### src/rtl/pmipsl_pkg.sv
// Shared types and encodings for the MIPS-L pipeline hazard controller.
package pmipsl_pkg;

    typedef enum logic [1:0] {
        ST_RUN     = 2'd0,
        ST_LDSTALL = 2'd1,
        ST_CWAIT   = 2'd2,
        ST_RESOLVE = 2'd3
    } state_e;

    localparam logic [1:0] PC_HOLD  = 2'd0;
    localparam logic [1:0] PC_INC   = 2'd1;
    localparam logic [1:0] PC_REDIR = 2'd2;

    localparam logic [1:0] FWD_RF    = 2'b00;
    localparam logic [1:0] FWD_EXMEM = 2'b10;
    localparam logic [1:0] FWD_MEMWB = 2'b01;

    // The younger producer (EX/MEM) wins when both stages hold the operand.
    function automatic logic [1:0] fwd_sel(input logic ex_hit, input logic wb_hit);
        if (ex_hit)      return FWD_EXMEM;
        else if (wb_hit) return FWD_MEMWB;
        else             return FWD_RF;
    endfunction

endpackage

### src/rtl/pmipsl_fwd_unit.sv
// ALU operand forwarding selects for the EX-stage instruction.
module pmipsl_fwd_unit
    import pmipsl_pkg::*;
#(
    parameter int unsigned RA_W = 3
) (
    input  logic [RA_W-1:0] idex_rs,
    input  logic [RA_W-1:0] idex_rt,
    input  logic            exmem_regwrite,
    input  logic [RA_W-1:0] exmem_wa,
    input  logic            memwb_regwrite,
    input  logic [RA_W-1:0] memwb_wa,
    output logic [1:0]      fwd_a,
    output logic [1:0]      fwd_b
);

    logic ex_ok;
    logic wb_ok;

    // r0 is hard-wired zero, so writes to it are never forwarded.
    assign ex_ok = exmem_regwrite && (exmem_wa != '0);
    assign wb_ok = memwb_regwrite && (memwb_wa != '0);

    assign fwd_a = fwd_sel(ex_ok && (exmem_wa == idex_rs), wb_ok && (memwb_wa == idex_rs));
    assign fwd_b = fwd_sel(ex_ok && (exmem_wa == idex_rt), wb_ok && (memwb_wa == idex_rt));

endmodule

### src/rtl/pmipsl_hazard_ctrl.sv
// Pipeline sequencer: PC control, stage flush/hold strobes, load-use and control hazards.
// Define PMIPSL_FWD_EN to build with operand forwarding; otherwise data hazards stall.
module pmipsl_hazard_ctrl
    import pmipsl_pkg::*;
#(
    parameter int unsigned RA_W     = 3,
    parameter int unsigned CTRL_LAT = 2
) (
    input  logic            clock,
    input  logic            reset,
    input  logic            id_branch,
    input  logic            id_jump,
    input  logic [RA_W-1:0] id_rs,
    input  logic [RA_W-1:0] id_rt,
    input  logic            id_uses_rt,
    input  logic            idex_memread,
    input  logic            idex_regwrite,
    input  logic [RA_W-1:0] idex_rs,
    input  logic [RA_W-1:0] idex_rt,
    input  logic [RA_W-1:0] idex_wa,
    input  logic            exmem_regwrite,
    input  logic [RA_W-1:0] exmem_wa,
    input  logic            mem_taken,
    input  logic            memwb_regwrite,
    input  logic [RA_W-1:0] memwb_wa,
    output logic [1:0]      pc_control,
    output logic            ifid_hold,
    output logic            ifid_flush,
    output logic            idex_flush,
    output logic [1:0]      fwd_a,
    output logic [1:0]      fwd_b
);

    localparam int unsigned CW = $clog2(CTRL_LAT) + 1;
    localparam logic [CW-1:0] CNT_INIT = CW'(CTRL_LAT - 1);

    state_e         state;
    state_e         state_nx;
    logic [CW-1:0]  wait_cnt;
    logic [CW-1:0]  wait_nx;
    logic           load_use;
    logic           data_hz;
    logic           unused_inputs;

    assign load_use = idex_memread && (idex_wa != '0) &&
                      ((idex_wa == id_rs) || (id_uses_rt && (idex_wa == id_rt)));

`ifdef PMIPSL_FWD_EN
    assign data_hz       = 1'b0;
    assign unused_inputs = idex_regwrite;

    pmipsl_fwd_unit #(.RA_W(RA_W)) u_fwd (
        .idex_rs        (idex_rs),
        .idex_rt        (idex_rt),
        .exmem_regwrite (exmem_regwrite),
        .exmem_wa       (exmem_wa),
        .memwb_regwrite (memwb_regwrite),
        .memwb_wa       (memwb_wa),
        .fwd_a          (fwd_a),
        .fwd_b          (fwd_b)
    );
`else
    // Without forwarding, any in-flight EX or MEM producer of an ID source stalls issue.
    assign data_hz = (idex_regwrite && (idex_wa != '0) &&
                      ((idex_wa == id_rs) || (idex_wa == id_rt))) ||
                     (exmem_regwrite && (exmem_wa != '0) &&
                      ((exmem_wa == id_rs) || (exmem_wa == id_rt)));
    assign fwd_a         = FWD_RF;
    assign fwd_b         = FWD_RF;
    assign unused_inputs = ^{idex_rs, idex_rt, memwb_regwrite, memwb_wa};
`endif

    always_ff @(posedge clock or negedge reset) begin
        if (!reset) begin
            state    <= ST_RUN;
            wait_cnt <= '0;
        end else begin
            state    <= state_nx;
            wait_cnt <= wait_nx;
        end
    end

    always_comb begin
        state_nx   = state;
        wait_nx    = wait_cnt;
        pc_control = PC_INC;
        ifid_hold  = 1'b0;
        ifid_flush = 1'b0;
        idex_flush = 1'b0;
        case (state)
            ST_RUN, ST_LDSTALL: begin
                state_nx = ST_RUN;
                if ((state == ST_RUN) && load_use) begin
                    pc_control = PC_HOLD;
                    ifid_hold  = 1'b1;
                    idex_flush = 1'b1;
                    state_nx   = ST_LDSTALL;
                end else if (data_hz) begin
                    pc_control = PC_HOLD;
                    ifid_hold  = 1'b1;
                    idex_flush = 1'b1;
                end else if (id_branch || id_jump) begin
                    pc_control = PC_HOLD;
                    ifid_flush = 1'b1;
                    wait_nx    = CNT_INIT;
                    state_nx   = (CTRL_LAT <= 1) ? ST_RESOLVE : ST_CWAIT;
                end
            end
            ST_CWAIT: begin
                pc_control = PC_HOLD;
                ifid_flush = 1'b1;
                wait_nx    = wait_cnt - CW'(1);
                if (wait_cnt <= CW'(1)) begin
                    state_nx = ST_RESOLVE;
                end
            end
            ST_RESOLVE: begin
                state_nx = ST_RUN;
                if (mem_taken) begin
                    pc_control = PC_REDIR;
                    ifid_flush = 1'b1;
                    idex_flush = 1'b1;
                end
            end
            default: state_nx = ST_RUN;
        endcase
        // Outputs track reset immediately rather than waiting for the state register.
        if (!reset) begin
            pc_control = PC_INC;
            ifid_hold  = 1'b0;
            ifid_flush = 1'b0;
            idex_flush = 1'b0;
        end
    end

endmodule

### config.mk
export PLATFORM = sky130hd
export DESIGN_NAME = pmipsl_hazard_ctrl
export DESIGN_NICKNAME = d
export VERILOG_FILES = /design/src/rtl/pmipsl_pkg.sv /design/src/rtl/pmipsl_fwd_unit.sv /design/src/rtl/pmipsl_hazard_ctrl.sv
export SDC_FILE = /design/constraint.sdc
export NUM_CORES = 1
export LEC_CHECK = 0
export ABC_AREA = 1
export CORE_MARGIN = 4
export CORE_UTILIZATION = 34
export DETAILED_ROUTE_END_ITERATION = 12
export PLACE_DENSITY = 0.77
export SLEW_MARGIN = 20
export SYNTH_ARGS = -nofsm -noshare
export SYNTH_HDL_FRONTEND = slang
export SYNTH_HIERARCHICAL = 1
export SYNTH_SLANG_ARGS = --single-unit
### constraint.sdc
create_clock -name clock -period 1.65 [get_ports clock]
set_input_delay 0.33 -clock clock [delete_from_list [all_inputs] [get_ports clock]]
set_output_delay 0.33 -clock clock [all_outputs]
set_load 0.005 [all_outputs]
==> After elaboration in Yosys (flattened, before gate mapping) <==
Index checks and enable logic that the tools add are counted.
{ "word_totals": {"reg_bits": 4, "output_inout_bits": 9, "wordCells": 61} }
{ "op_classes": {"add_sub_neg": 1, "n_lt_le_gt_ge": 1, "n_eq_ne": 11, "muxes": 27, "reduce_logical": 19} }
{ "op_table": {"columns": ["cell", "n"], "rows": [
  ["2-bit 2-to-1 mux", 9],
  ["1-bit 2-to-1 mux", 13],
  ["3-bit == test", 4],
  ["2-bit case mux with 3 select lines", 2],
  ["1-bit logical AND", 8],
  ["2-bit != test (second input constant)", 4],
  ["3-bit nonzero test", 2],
  ["1-bit logical OR", 5],
  ["2-bit == test (second input constant)", 2],
  ["2-bit case mux with 2 select lines", 1],
  ["4-bit AND reduction", 1],
  ["1-bit case mux with 3 select lines", 1],
  ["2-bit by 1-bit == test with 1-bit output (second input constant)", 1],
  ["2-bit by 1-bit less-or-equal comparator with 1-bit output (second input constant)", 1],
  ["2-bit logical NOT", 1],
  ["1-bit case mux with 2 select lines", 1],
  ["2-bit nonzero test", 1],
  ["2-bit OR reduction", 1],
  ["2-bit by 1-bit subtractor with 2-bit output (second input constant)", 1]
]} }

==> Logic depth before layout (Yosys ltp) <==
{ "depth": {"depth_word": 8, "ltp_mapped": 11, "depth_no_buf": 11} }

==> Least setup slack after synthesis <==
OpenSTA, ideal clock, no wires.
{ "synth_timing": {"kind": "input port to output port", "from": "input port idex_wa[0]", "to": "output port idex_flush", "arrival_ps": 999, "setup_slack_ps": 321, "cell_stages": 9, "path_buffers": 0, "cell_sequence": "xnor2_1 > nand3_2 > nand2_2 > nand2_2 > nand2_2 > nand2_4 > nand2_1 > nand2_1 > nand2_1"} }
{ "synth_between": {"elab_chain_cells": 8, "word_cells_on_any_way": 16} }
{ "synth_rtl": {"columns": ["element", "line_no", "rtl"], "rows": [
  ["start: declaration", "pmipsl_hazard_ctrl.sv:20", "input logic [RA_W-1:0] idex_wa,"],
  ["3-bit == test or 3-bit nonzero test (tied branches)", null, null],
  ["1-bit logical OR (tied with other cells)", "pmipsl_hazard_ctrl.sv:65", "((idex_wa == id_rs) || (idex_wa == id_rt))) ||"],
  ["1-bit logical AND or 1-bit logical OR (tied branches)", "pmipsl_hazard_ctrl.sv:64, pmipsl_hazard_ctrl.sv:46", null],
  ["1-bit logical OR or 1-bit logical AND (tied branches)", "pmipsl_hazard_ctrl.sv:65, pmipsl_hazard_ctrl.sv:45", null],
  ["1-bit 2-to-1 mux or 1-bit logical AND (tied branches)", "pmipsl_hazard_ctrl.sv:98, pmipsl_hazard_ctrl.sv:93", null],
  ["1-bit 2-to-1 mux *", "pmipsl_hazard_ctrl.sv:93", "if ((state == ST_RUN) && load_use) begin"],
  ["1-bit case mux with 2 select lines *", "pmipsl_hazard_ctrl.sv:90", "case (state)"],
  ["1-bit 2-to-1 mux *", "pmipsl_hazard_ctrl.sv:128", "if (!reset) begin"],
  ["end: declaration", "pmipsl_hazard_ctrl.sv:29", "output logic idex_flush,"]
]} }
Every way passes the cells marked *; elsewhere a longest branch is shown, timed or not.

==> Worst setup path after layout <==
{ "layout_timing": {"from": "register state[1]", "to": "output port ifid_hold"} }
{ "layout_between": {"elab_chain_cells": 5, "word_cells_on_any_way": 7} }
{ "layout_rtl": {"columns": ["element", "line_no", "rtl"], "rows": [
  ["start: declaration", "pmipsl_hazard_ctrl.sv:37", "state_e state;"],
  ["start signal: assignment", "pmipsl_hazard_ctrl.sv:78", "state <= state_nx;"],
  ["2-bit logical NOT", "pmipsl_hazard_ctrl.sv:90, pmipsl_hazard_ctrl.sv:93", null],
  ["1-bit logical AND", "pmipsl_hazard_ctrl.sv:93", null],
  ["1-bit 2-to-1 mux", "pmipsl_hazard_ctrl.sv:93", null],
  ["1-bit 2-to-1 mux *", "pmipsl_hazard_ctrl.sv:90", null],
  ["1-bit 2-to-1 mux *", "pmipsl_hazard_ctrl.sv:128", null],
  ["end: declaration", "pmipsl_hazard_ctrl.sv:27", "output logic ifid_hold,"]
]} }
Marked as above.

==> results_dict.tcl <==
set metrics [dict create \
    synthTopCellsByCount "nand2_1, inv_1, nor2_1" \
    firstDrtPassIters 4 \
    cp_cell_sequence "nor2_2 -> nand2_1 -> nor2_1 -> nand3_2 -> nand2_2 -> nand2_2 -> inv_1 -> buf_2" \
    synth_ff_type "dfrtp_1" \
    power.internal_uw 470 \
    hold_ws_ns 0.465 \
    wirelength_um 1910 \
    critical_path.endpoint_type "output pin" \
    grt_pass1_vias 761 \
    fillerInstances 154 \
    drv_slew 0 \
    die_area_sq_um 2430 \
    fin_crit_ns 1.79 \
    clkSinkCount 4 \
    antenna_found_initial 0 \
    p_per_area_nw_per_um2 912 \
    status "finished with violations" \
    numCtsBuffers 3 \
    io_buffers 25 \
    antennaDiodeCount 0 \
    finalClockSkew_ns 0.00583 \
    cts_root_buf "clkbuf_4" \
    synth_most_common_cell "nand2_1" \
    utilization_pct 57.8 \
    routedWlPerCell_um 12.0 \
    combPwrFrac_pct 62.8 \
    rows 14 \
    cts_max_path_buffers 2 \
    syn2layout_area_growth_pct 55.2 \
    critPathArrivalTime_ns 1.46 \
    critPathKind "reg -> out" \
    initial_core_util_pct 37.2 \
    p_sw_share_pct 42.8 \
    yosys_register_bits 4 \
    reg2reg_from "state[1]" \
    ys_types 19 \
    reg2reg_depth 8 \
    clkPwrFrac_pct 14.8 \
    violations "setup timing" \
    setup_viol 4 \
    clk_pin_slew_ns 0.04 \
    yosysTopAreaCellShare_pct 29.1 \
    via_count 744 \
    place_congestion 0.792 \
    start_kind "flop" \
    max_stage_delay_ns 0.40 \
    drv_cap 0 \
    die_y_um 49.3 \
    hp-class "reg -> reg" \
    cp_common_cell "nand2_2" \
    finalWorstSetupSlack_ns -0.137 \
    grt_max_degree 6 \
    worstSetupEndpoint "ifid_hold" \
    path_max_fanout 4 \
    layout.nets 177 \
    critPathBufInv 2 \
    clk-insertion-delay-late_ns 0.24 \
    hpwl_um 1310 \
    grt_pass1_wl_um 3100 \
    async_reset_ff_share_pct 100 \
    drive_gt1_share_pct 42.0 \
    syn_avg_cell_area_sq_um 5.53 \
    seq_area_frac_synth_pct 17.2 \
    yosys-top-cells-area "nand2_1, dfrtp_1, inv_1" \
    core-area_sq_um 1560 \
    die_w_um 49.3 \
    drtIter0Drc 10 \
    power_frac_seq_pct 22.4 \
    startpoint "state[1]" \
    finalCritPeriodShare_pct 108 \
    slowest_stage "dfrtp_1" \
    fmax_mhz 560 \
    syn_area_sq_um 581 \
    grtUsageTotal_pct 16.1 \
    cp.required_ns 1.32 \
    timing.rr.end "wait_cnt[0]" \
    routed_via_density 4.68 \
    yosysWarnings 6 \
    rsz0062_at_grt "true" \
    grt_overflow 0 \
    num_io_pins 40 \
    cp_top_family "simple AND/OR/NAND/NOR gates" \
    synth_cells 105 \
    cts_tree "done" \
    r2r_slack_ns 0.21 \
    cellLeakagePower_uw 0.000593 \
    finalHoldViolations 0 \
    yosysTopAreaCell "nand2_1" \
    htreeDepth 1 \
    drc 0 \
    ant_nets 0 \
    holdBufCountCts 0 \
    switchingPower_uw 351 \
    ir_drop_v 0.000787 \
    synth_edf_count 0 \
    crit_cells 8 \
]
worst min-delay path by stage:
| stage | startpoint | to | depth (start not counted) |
|---|---|---|---|
| CTS | wait_cnt[1] | wait_cnt[1] | 2 |
| global route | reset | state[0] | 2 |
| detailed placement | wait_cnt[1] | wait_cnt[1] | 2 |
| global placement | wait_cnt[1] | wait_cnt[1] | 2 |
| floorplan | reset | state[0] | 0 |
| finish | wait_cnt[1] | wait_cnt[1] | 2 |
repair_timing:
item,CTS,global route
setup buffers,6,0
pin swaps,28,6
resized for setup,82,6
endpoints found under the setup margin,5,5
logic make-up after synthesis:
| family | after synthesis | share of synthesized area (%) |
|---|---|---|
| AOI/OAI and AO/OA | 4 | 3.88 |
| xor gates and xnor gates | 3 | 4.53 |
| adders and majority gates | 1 | 2.15 |
| buffers and inverters | 26 | 19.4 |
| DFF | 4 | 17.2 |
| other | 1 | 0.646 |
| and+or+nand+nor | 66 | 52.2 |
cell usage in the layout (no fill, tap or decap), drive strengths merged:
cell type	Yosys	routed
nand4	2	2
inv	22	22
conb	1	4
o21ai	2	2
clkbuf	0	4
clkdlybuf4s50	0	5
nor3	1	1
ha	1	1
nand2	50	50
xnor2	3	3
a31oi	2	2
dlygate4sd2	0	3
nand3	7	7
buf	4	27
nor2	6	6
dfrtp	4	4
stage by stage:
step | area [sq um] | setup TNS [ns] | cells | setup WS, ns | power [uW]
after floorplan | 592 | 0 | 108 | 0.321 | 432
after global placement | 870 | -3.63 | 150 | -0.771 | 612
after detailed placement | 870 | -3.93 | 150 | -0.800 | 628
after CTS | 898 | -0.0851 | 159 | -0.0833 | 794
after global routing | 901 | -0.683 | 159 | -0.189 | 902
final | 901 | -0.473 | 159 | -0.137 | 821
power by group through the flow:
stage	Clock, uW	Sequential, uW	Combinational, uW
floorplan	0	178	254
global placement	0	177	435
detailed placement	0	180	448
CTS	128	172	494
global route	137	191	574
finish	121	184	516
state kept, by name, summed over array words and instances, names as in the netlist:
register / count
state: 2
wait_cnt: 2
metal layers:
layer | GRT usage [%] | share of wire (%) | up-vias
li1 | - | - | 381
met1 | 17.0 | 40 | 334
met2 | 31.0 | 54 | 27
met3 | 5.20 | 5.7 | 2
met5 | 0 | 0 | -
met4 | 2.37 | 0.73 | 0
layout make-up:
cell class	instances	area, sq um	area share, %
Timing Repair Buffer	36	248	27.5
Tap cell	16	20.0	2.22
Clock buffer	3	22.5	2.50
Inverter	22	82.6	9.17
Sequential cell	4	100	11.1
Multi-Input combinational cell	78	428	47.5
worst register-to-register path: cells and delay by family, from the launching register on:
family                 cells  cell delay (ns)
buffers and inverters      2             0.30
flip-flops                 1             0.40
AND/OR/NAND/NOR            6             0.63
(Power assumes the default switching activity.)
